**config.mk**
```make
export PLATFORM = sky130hd
export DESIGN_NAME = fc_layer_sequencer
export DESIGN_NICKNAME = d
export VERILOG_FILES = /design/src/rtl/fc_pkg.sv /design/src/rtl/fc_mac.sv /design/src/rtl/fc_layer_sequencer.sv
export SDC_FILE = /design/constraint.sdc
export NUM_CORES = 1
export LEC_CHECK = 0
export BUFFER_PORTS_ARGS = -buffer_cell sky130_fd_sc_hd__buf_2
export CORE_UTILIZATION = 61
export DETAILED_ROUTE_END_ITERATION = 16
export PLACE_DENSITY_LB_ADDON = 0.12
export SYNTH_ARGS = -nofsm -noshare
export SYNTH_HDL_FRONTEND = slang
export SYNTH_SLANG_ARGS = --single-unit
export TNS_END_PERCENT = 30
```
**constraint.sdc**
```tcl
create_clock -name clk -period 6.54 [get_ports clk]
set_input_delay 1.308 -clock clk [delete_from_list [all_inputs] [get_ports clk]]
set_output_delay 1.308 -clock clk [all_outputs]
set_load 0.03 [all_outputs]
```
**src/rtl/fc_pkg.sv**
```systemverilog
// Shared definitions for the fully connected layer sequencer: the FSM
// state encoding and the width helpers used to size addresses and the
// accumulator.
package fc_pkg;

  typedef enum logic [1:0] {
    IDLE  = 2'd0,
    FETCH = 2'd1,
    DRAIN = 2'd2,
    OUT   = 2'd3
  } fc_state_t;

  // Ceiling log2; clog2(1) is 0.
  function automatic int clog2(input int value);
    int r;
    r = 0;
    for (int i = 0; i < 31; i++) begin
      if ((1 << i) < value) r = i + 1;
    end
    return r;
  endfunction

  // Address width, never narrower than one bit.
  function automatic int addr_width(input int depth);
    return (clog2(depth) < 1) ? 1 : clog2(depth);
  endfunction

  // Accumulator holds LENGTH full-width products plus one bit of headroom.
  function automatic int acc_width(input int bitwidth, input int length);
    return 2 * bitwidth + clog2(length) + 1;
  endfunction

endpackage

```
**src/rtl/fc_mac.sv**
```systemverilog
// Signed multiply-accumulate register. The accumulator clears or adds one
// product per enabled cycle; total is the running sum including the current
// product plus the sign-extended bias, truncated to the result width.
module fc_mac
  import fc_pkg::*;
#(
  parameter int BITWIDTH = 8,
  parameter int ACCW     = acc_width(8, 25)
) (
  input  logic                      clk,
  input  logic                      rst_n,
  input  logic                      clr,
  input  logic                      en,
  input  logic                      bias_cap,
  input  logic signed [BITWIDTH-1:0] a,
  input  logic signed [BITWIDTH-1:0] b,
  input  logic signed [BITWIDTH-1:0] bias,
  output logic [2*BITWIDTH-1:0]      total
);

  logic signed [2*BITWIDTH-1:0] a_ext;
  logic signed [2*BITWIDTH-1:0] b_ext;
  logic signed [2*BITWIDTH-1:0] prod;
  logic signed [ACCW-1:0]       prod_ext;
  logic signed [ACCW-1:0]       acc_reg;
  logic signed [ACCW-1:0]       acc_next;
  logic signed [BITWIDTH-1:0]   bias_reg;
  logic signed [BITWIDTH-1:0]   bias_sel;

  // Operands are widened first so the product is exact in 2*BITWIDTH bits.
  assign a_ext    = {{BITWIDTH{a[BITWIDTH-1]}}, a};
  assign b_ext    = {{BITWIDTH{b[BITWIDTH-1]}}, b};
  assign prod     = a_ext * b_ext;
  assign prod_ext = {{(ACCW-2*BITWIDTH){prod[2*BITWIDTH-1]}}, prod};
  assign acc_next = acc_reg + prod_ext;

  // The bias word is only on the bus during the capture cycle, so use it
  // directly then and the held copy afterwards.
  assign bias_sel = bias_cap ? bias : bias_reg;
  assign total    = acc_next[2*BITWIDTH-1:0] + {{BITWIDTH{bias_sel[BITWIDTH-1]}}, bias_sel};

  // Accumulator and bias holding register.
  always_ff @(posedge clk or negedge rst_n) begin
    if (!rst_n) begin
      acc_reg  <= '0;
      bias_reg <= '0;
    end else begin
      if (clr) begin
        acc_reg <= '0;
      end else if (en) begin
        acc_reg <= acc_next;
      end
      if (bias_cap) begin
        bias_reg <= bias;
      end
    end
  end

endmodule

```
**src/rtl/fc_layer_sequencer.sv**
```systemverilog
// Time-multiplexed fully connected layer controller: walks each neuron's
// inputs through one MAC, one element per cycle, and streams the per-neuron
// results out over a valid/ready handshake.
module fc_layer_sequencer
  import fc_pkg::*;
#(
  parameter  int BITWIDTH    = 8,
  parameter  int LENGTH      = 25,
  parameter  int FILTERBATCH = 1,
  localparam int DAW         = addr_width(LENGTH),
  localparam int WAW         = addr_width(LENGTH * FILTERBATCH),
  localparam int BAW         = addr_width(FILTERBATCH)
) (
  input  logic                clk,
  input  logic                rst_n,
  input  logic                start,
  output logic                busy,
  output logic                rd_en,
  output logic [DAW-1:0]      data_addr,
  output logic [WAW-1:0]      weight_addr,
  output logic [BAW-1:0]      bias_addr,
  input  logic [BITWIDTH-1:0] data_in,
  input  logic [BITWIDTH-1:0] weight_in,
  input  logic [BITWIDTH-1:0] bias_in,
  output logic [2*BITWIDTH-1:0] result,
  output logic [BAW-1:0]      result_idx,
  output logic                result_valid,
  input  logic                result_ready,
  output logic                done
);

  localparam int             ACCW   = acc_width(BITWIDTH, LENGTH);
  localparam logic [DAW-1:0] J_LAST = DAW'(LENGTH - 1);
  localparam logic [BAW-1:0] F_LAST = BAW'(FILTERBATCH - 1);

  fc_state_t              state_reg;
  logic                   start_ok;
  logic                   handshake;
  logic                   last_neuron;
  logic                   mac_clr;
  logic                   mac_en;
  logic                   mac_bias_cap;
  logic [2*BITWIDTH-1:0]  mac_total;

  // start is ignored in the done cycle so a held start re-arms only after a
  // full IDLE cycle.
  assign start_ok    = (state_reg == IDLE) && start && !done;
  assign handshake   = result_valid && result_ready;
  assign last_neuron = (bias_addr == F_LAST);

  // The first FETCH cycle of a neuron has no read data yet; the last element
  // returns during DRAIN. bias_addr is constant per neuron, so bias data is
  // first valid one cycle after the first read.
  assign mac_clr      = start_ok || (handshake && !last_neuron);
  assign mac_en       = ((state_reg == FETCH) && (data_addr != '0)) || (state_reg == DRAIN);
  assign mac_bias_cap = (LENGTH == 1) ? (state_reg == DRAIN)
                                      : ((state_reg == FETCH) && (data_addr == DAW'(1)));

  fc_mac #(
    .BITWIDTH(BITWIDTH),
    .ACCW    (ACCW)
  ) u_mac (
    .clk     (clk),
    .rst_n   (rst_n),
    .clr     (mac_clr),
    .en      (mac_en),
    .bias_cap(mac_bias_cap),
    .a       (data_in),
    .b       (weight_in),
    .bias    (bias_in),
    .total   (mac_total)
  );

  // Sequencer FSM with address counters and registered handshake outputs.
  always_ff @(posedge clk or negedge rst_n) begin
    if (!rst_n) begin
      state_reg    <= IDLE;
      busy         <= 1'b0;
      rd_en        <= 1'b0;
      data_addr    <= '0;
      weight_addr  <= '0;
      bias_addr    <= '0;
      result       <= '0;
      result_idx   <= '0;
      result_valid <= 1'b0;
      done         <= 1'b0;
    end else begin
      done <= 1'b0;
      case (state_reg)
        IDLE: begin
          if (start_ok) begin
            state_reg   <= FETCH;
            busy        <= 1'b1;
            rd_en       <= 1'b1;
            data_addr   <= '0;
            weight_addr <= '0;
            bias_addr   <= '0;
          end
        end
        FETCH: begin
          if (data_addr == J_LAST) begin
            state_reg <= DRAIN;
            rd_en     <= 1'b0;
          end else begin
            data_addr   <= data_addr + DAW'(1);
            weight_addr <= weight_addr + WAW'(1);
          end
        end
        DRAIN: begin
          state_reg    <= OUT;
          result       <= mac_total;
          result_idx   <= bias_addr;
          result_valid <= 1'b1;
        end
        OUT: begin
          if (result_ready) begin
            result_valid <= 1'b0;
            if (last_neuron) begin
              state_reg <= IDLE;
              busy      <= 1'b0;
              done      <= 1'b1;
            end else begin
              // weight_addr already points at the last element of this
              // neuron, so the next neuron's first weight is one further on.
              state_reg   <= FETCH;
              rd_en       <= 1'b1;
              data_addr   <= '0;
              weight_addr <= weight_addr + WAW'(1);
              bias_addr   <= bias_addr + BAW'(1);
            end
          end
        end
        default: state_reg <= IDLE;
      endcase
    end
  end

endmodule

```
Word-level counts from Yosys, hierarchy flattened
Index checks and enable logic that the tools add are counted.
{"block": "word_totals", "regBits": 64, "input_bits": 28, "out_inout_bits": 32, "elab_cells": 84}
{"block": "op_classes", "add_sub_neg": 5, "multipliers": 1, "eq_ne": 11, "n_mux": 34, "reduce_logical": 21}
{"op": "two-way mux 22 bit", "count": 2}
{"op": "two-way mux 5 bit", "count": 7}
{"op": "one-hot mux 5 bit (3 select lines)", "count": 2}
{"op": "adder 22 x 16 -> 22 bit", "count": 1}
{"op": "adder 16 bit", "count": 1}
{"op": "multiplier 8 x 8 -> 16 bit", "count": 1}
{"op": "two-way mux 1 bit", "count": 14}
{"op": "adder 5 x 1 -> 5 bit (second input constant)", "count": 2}
{"op": "!= test 2 bit (second input constant)", "count": 5}
{"op": "AND reduction 5 bit", "count": 2}
{"op": "two-way mux 8 bit", "count": 1}
{"op": "one-hot mux 2 bit (4 select lines)", "count": 1}
{"op": "logical AND 1 bit", "count": 6}
{"op": "two-way mux 2 bit", "count": 3}
{"op": "one-hot mux 1 bit (2 select lines)", "count": 3}
{"op": "AND reduction 3 bit", "count": 2}
{"op": "nonzero test 2 bit", "count": 3}
{"op": "== test 5 x 1 -> 1 bit (second input constant)", "count": 1}
{"op": "== test 5 bit (second input constant)", "count": 1}
{"op": "nonzero test 5 bit", "count": 1}
{"op": "== test 2 bit (second input constant)", "count": 2}
{"op": "AND reduction 4 bit", "count": 1}
{"op": "one-hot mux 1 bit (3 select lines)", "count": 1}
{"op": "nonzero test 3 bit", "count": 1}
{"op": "other kinds (7)", "count": 8}

Longest topological paths before layout
{"block": "logic_depth", "depth_word": 5, "depth_mapped": 27, "ltp_nobuf": 26}

By module
Synthesis repeated with hierarchy kept, for this count alone.
{"block": "unflattened", "hier_cells": 606, "hier_area_um2": 6135.9}
{"mod": "fc_mac", "n_inst": 1, "cells_per_inst": 471, "area_per_inst_um2": 4574.4, "seq_area_each_um2": 600.6}
{"mod": "fc_layer_sequencer", "n_inst": 1, "cells_per_inst": 135, "area_per_inst_um2": 1561.5, "seq_area_each_um2": 800.8}

Worst setup path after synthesis
Ideal clock, no wire load.
{"block": "synth_path", "path_type": "input to register", "startpoint": "input weight_in[0]", "endpoint": "register result[15]", "setup_time_ps": 125, "arrival_ps": 7174, "t_required_ps": 6415, "slack_ps": -759, "stages": 22, "path_buffers": 0, "path_cell_list": "and2_1 > inv_1 > fa_1 > inv_1 > fa_1 > fa_1 > fa_1 > fa_1 > ha_1 > o21a_1 > o21a_1 > o21a_1 > or3_1 > and2_1 > ha_1 > o21ai_0 > nand2_1 > a21o_1 > and3_1 > a221oi_1 > xnor3_1 > mux2_4"}
{"block": "synth_via", "elab_chain_len": 3}
{"item": "start: declaration", "line_no": "fc_layer_sequencer.sv:23", "text": "input logic [BITWIDTH-1:0] weight_in,"}
{"item": "multiplier 8 x 8 -> 16 bit", "line_no": "fc_mac.sv:33", "text": "assign prod = a_ext * b_ext;"}
{"item": "adder 22 x 16 -> 22 bit", "line_no": "fc_mac.sv:35", "text": "assign acc_next = acc_reg + prod_ext;"}
{"item": "adder 16 bit", "line_no": "fc_mac.sv:40", "text": "assign total = acc_next[2*BITWIDTH-1:0] + {{BITWIDTH{bias_sel[BITWIDTH-1]}}, bias_sel};"}
{"item": "end signal: assignment", "line_no": "fc_layer_sequencer.sv:111", "text": "result <= mac_total;"}
{"item": "end: declaration", "line_no": "fc_layer_sequencer.sv:25", "text": "output logic [2*BITWIDTH-1:0] result,"}
Every way passes these cells.
A chain may end at the register's enable or synchronous reset.

Final worst setup path
{"block": "layout_path", "startpoint": "input weight_in[5]", "endpoint": "register result[15]"}
The elaborated chain is that of the path after synthesis.

==> metrics.md <==
| Metric | Value |
|---|---|
| Boundary Pins | 60 |
| Simple-gate share of the synthesized area | 13.2% |
| Primary FF master, synth | dfrtp_1 |
| Setup slack on the worst flop-to-flop path | 0.66 ns |
| Clock Sink Count | 56 |
| # diodes | 0 |
| Via/cell ratio | 5.38 |
| Slowest stage cell on the critical path | fa_1 |
| GRT Util Overall | 29.1% |
| CP required | 6.76 ns |
| Main combinational cell family by area after synthesis | adder cells |
| Max-cap violation count | 0 |
| Largest net degree at the start of global routing | 57 |
| Via Count | 4593 |
| # DRC | 0 |
| Syn_area_per_cell | 9.86 µm² |
| Yosys top cell by area | fa_1 |
| CTS tree | yes |
| GR peak layer | met2 |
| Number of buffers and inverters on the critical path | 2 |
| Async SR Flop Fraction | 100% |
| Routed WL per cell | 15.5 µm |
| Dpl ws | -0.496 ns |
| CTS Buf Count | 5 |
| Placed cell area | 6890 µm² |
| Area occupied by multi-input gates | 4330 µm² |
| Number of synthesized flops with an enable pin | 0 |
| CP endpoint kind | flip-flop |
| Outcome | finished, violations left |
| Synth cell count leaders | 83 x inv_1, 72 x fa_1, 68 x nand2_1 |
| Rel. slew slack | 20.5% |
| Seq cells post-synth | 56 |
| Grt total ovfl | 0 |
| Clock Latency Late Sink | 0.33 ns |
| Largest cells by area after synthesis | fa_1 24%, dfrtp_1 24%, ha_1 13% |
| Post-route clock skew | 0.00472 ns |
| Final instance area | 7160 µm² |
| Worst path cell trace | buf_2 > nand2_2 > fa_1 > fa_1 > inv_2 > fa_2 > fa_1 > fa_1 > ha_4 > o21a_1 > o21a_1 > o21a_1 > or3_4 > and2_4 > ha_4 > o21ai_2 > nand2_1 > a21o_1 > and3_4 > a221oi_2 > xnor3_1 > mux2_4 |
| Die span in x | 101 µm |
| # H-tree levels | 2 |
| Worst setup margin | -0.116 ns |
| CP top delay family | adder cells |
| Initial antenna violation count | 0 |
| Area of the mapped netlist | 5940 µm² |
| Met3 usage | 3.47% |
| Drt total wl | 13.3 mm |
| Syn-to-layout area delta | 20.4% |
| CTS Root Cell | clkbuf_8 |
| Final worst path period share | 102% |
| Failing checks | negative setup slack |
| Startpoint type of the worst setup path | input pin |
| Fill cells | 640 |
| Met1 Usage GRT | 40.1% |
| Post-DP HPWL | 10.8 mm |
| Buffer levels on the longest clock path | 2 |
| Vias in the first global route | 4923 |
| F_max | 150 MHz |
| Final net count | 884 |
| Initial core utilization | 63.7% |
| Die Height | 101 µm |
| Min Tclk post-route | 6.66 ns |
| CP Max Fanout | 3 |
| Clock-pin slew on the worst setup and hold paths | 0.12 ns |
| Final setup vio count | 1 |
| Cell count after synthesis | 603 |
| First-pass GRT wire length | 23.1 mm |
| Netlist cell types | 46 |
| Post-synth top area share | 24.2% |
| Slew Viols, Final | 0 |
| Placed cells | 842 |
| Fin. Hold Viols | 0 |
| Iteration-0 DRC Markers | 171 |
| PortBufs | 57 |
| Area share of fa/ha/maj cells after synthesis | 36.9% |
| Post-synthesis compound-gate area fraction | 10.0% |
| Warnings, synthesis | 0 |
| Sequential share of the synthesized area | 23.6% |
| Top-count cell post-synth | inv_1 |
| Met2 Track Usage GR | 50.5% |
| Row cnt | 35 |
| Crit path DAT | 6.88 ns |
| Global placer's final weighted congestion | 0.890 |
| Critical path class | input pin to flip-flop |
| First-pass DRT Iterations | 5 |
| Xor-xnor portion of the synthesized cell area | 5.81% |
| Proportion of synthesized area in mux cells | 4.29% |
| Area of the die | 10100 µm² |
| RSZ-0062 raised after global routing | yes |
| Placeable Area | 9330 µm² |
| Share of layout cells above drive strength 1 | 26.2% |
| Detail Route Antenna Nets | 0 |
| Hold Path Class | flip-flop to flip-flop |
| Largest stage delay, worst path | 0.58 ns |
| Worst Tran Pin Value | 1.19 ns |
| Most frequent CP cell | fa_1 |
| Seq. cell area | 1400 µm² |
| Final Non-Filler Cells | 854 |
through the flow:
step | util [%] | hold WS, ns | TNS [ns]
3_3_place_gp | 73.9 | 0.485 | -0.670
5_1_grt | 76.7 | 0.535 | -0.403
6_report | 76.7 | 0.515 | -0.116
4_1_cts | 75.6 | 0.520 | -0.128
3_5_place_dp | 73.9 | 0.492 | -0.914
2_1_floorplan | - | 0.476 | -0.205
repair_timing:
item | CTS | global route
setup endpoints to repair | 2 | 3
hold buffers | 0 | 0
resized for setup | 18 | 22
pin swaps | 16 | 21
buffers inserted | 2 | 2
logic make-up (layout without fill, tap and decap cells):
family,Yosys count,in the layout
AOI/OAI and AO/OA,94,94
xor gates and xnor gates,37,37
adders and majority gates,132,132
buffers and inverters,96,217
DFF,56,56
muxes,22,22
other,1,2
and+or+nand+nor,165,165
cells in the final DEF (no fill, tap or decap), drive strengths merged, types with 4 or more instances in the layout:
cell type  synthesis  routed
nand2             69      69
nor3               4       4
a21oi             33      33
mux2              22      22
and2              33      33
clkbuf            10       7
ha                60      60
fa                72      72
buf                2     123
xor2              10      10
a21o              11      11
a211oi             5       5
nand3              8       8
o21a               7       7
inv               84      87
o21ai             19      19
nor2              34      34
xnor2             26      26
dfrtp             56      56
nand2b             4       4
final timing paths:
path / startpoint / endpoint / cells after the start
worst max-delay path: weight_in[5] / result[15] / 22
worst min-delay path: u_mac.bias_reg[0] / u_mac.bias_reg[0] / 1
worst max register to register: u_mac.acc_reg[6] / result[15] / 24
worst min register to register: u_mac.bias_reg[0] / u_mac.bias_reg[0] / 1
max in group asynchronous: rst_n / u_mac.acc_reg[14] / 2
min in group asynchronous: rst_n / weight_addr[2] / 2
routing by layer:
layer | vias up | share of wire, %
met5 | - | 0
met2 | 110 | 51
li1 | 2204 | -
met4 | 0 | 1.4
met1 | 2263 | 44
met3 | 16 | 3.7
area by class of cell:
| class | count | share of cell area (%) |
|---|---|---|
| inverter | 84 | 4.40 |
| sequential | 56 | 19.6 |
| tap | 129 | 2.25 |
| timing repair buffer | 125 | 11.9 |
| multi-input combinational | 452 | 60.5 |
| clock inverter | 3 | 0.402 |
| clock buffer | 5 | 0.961 |
Power is left out: the tool's default activity adds up to more than one toggle a clock period on the data nets, which glitch-free logic cannot reach.
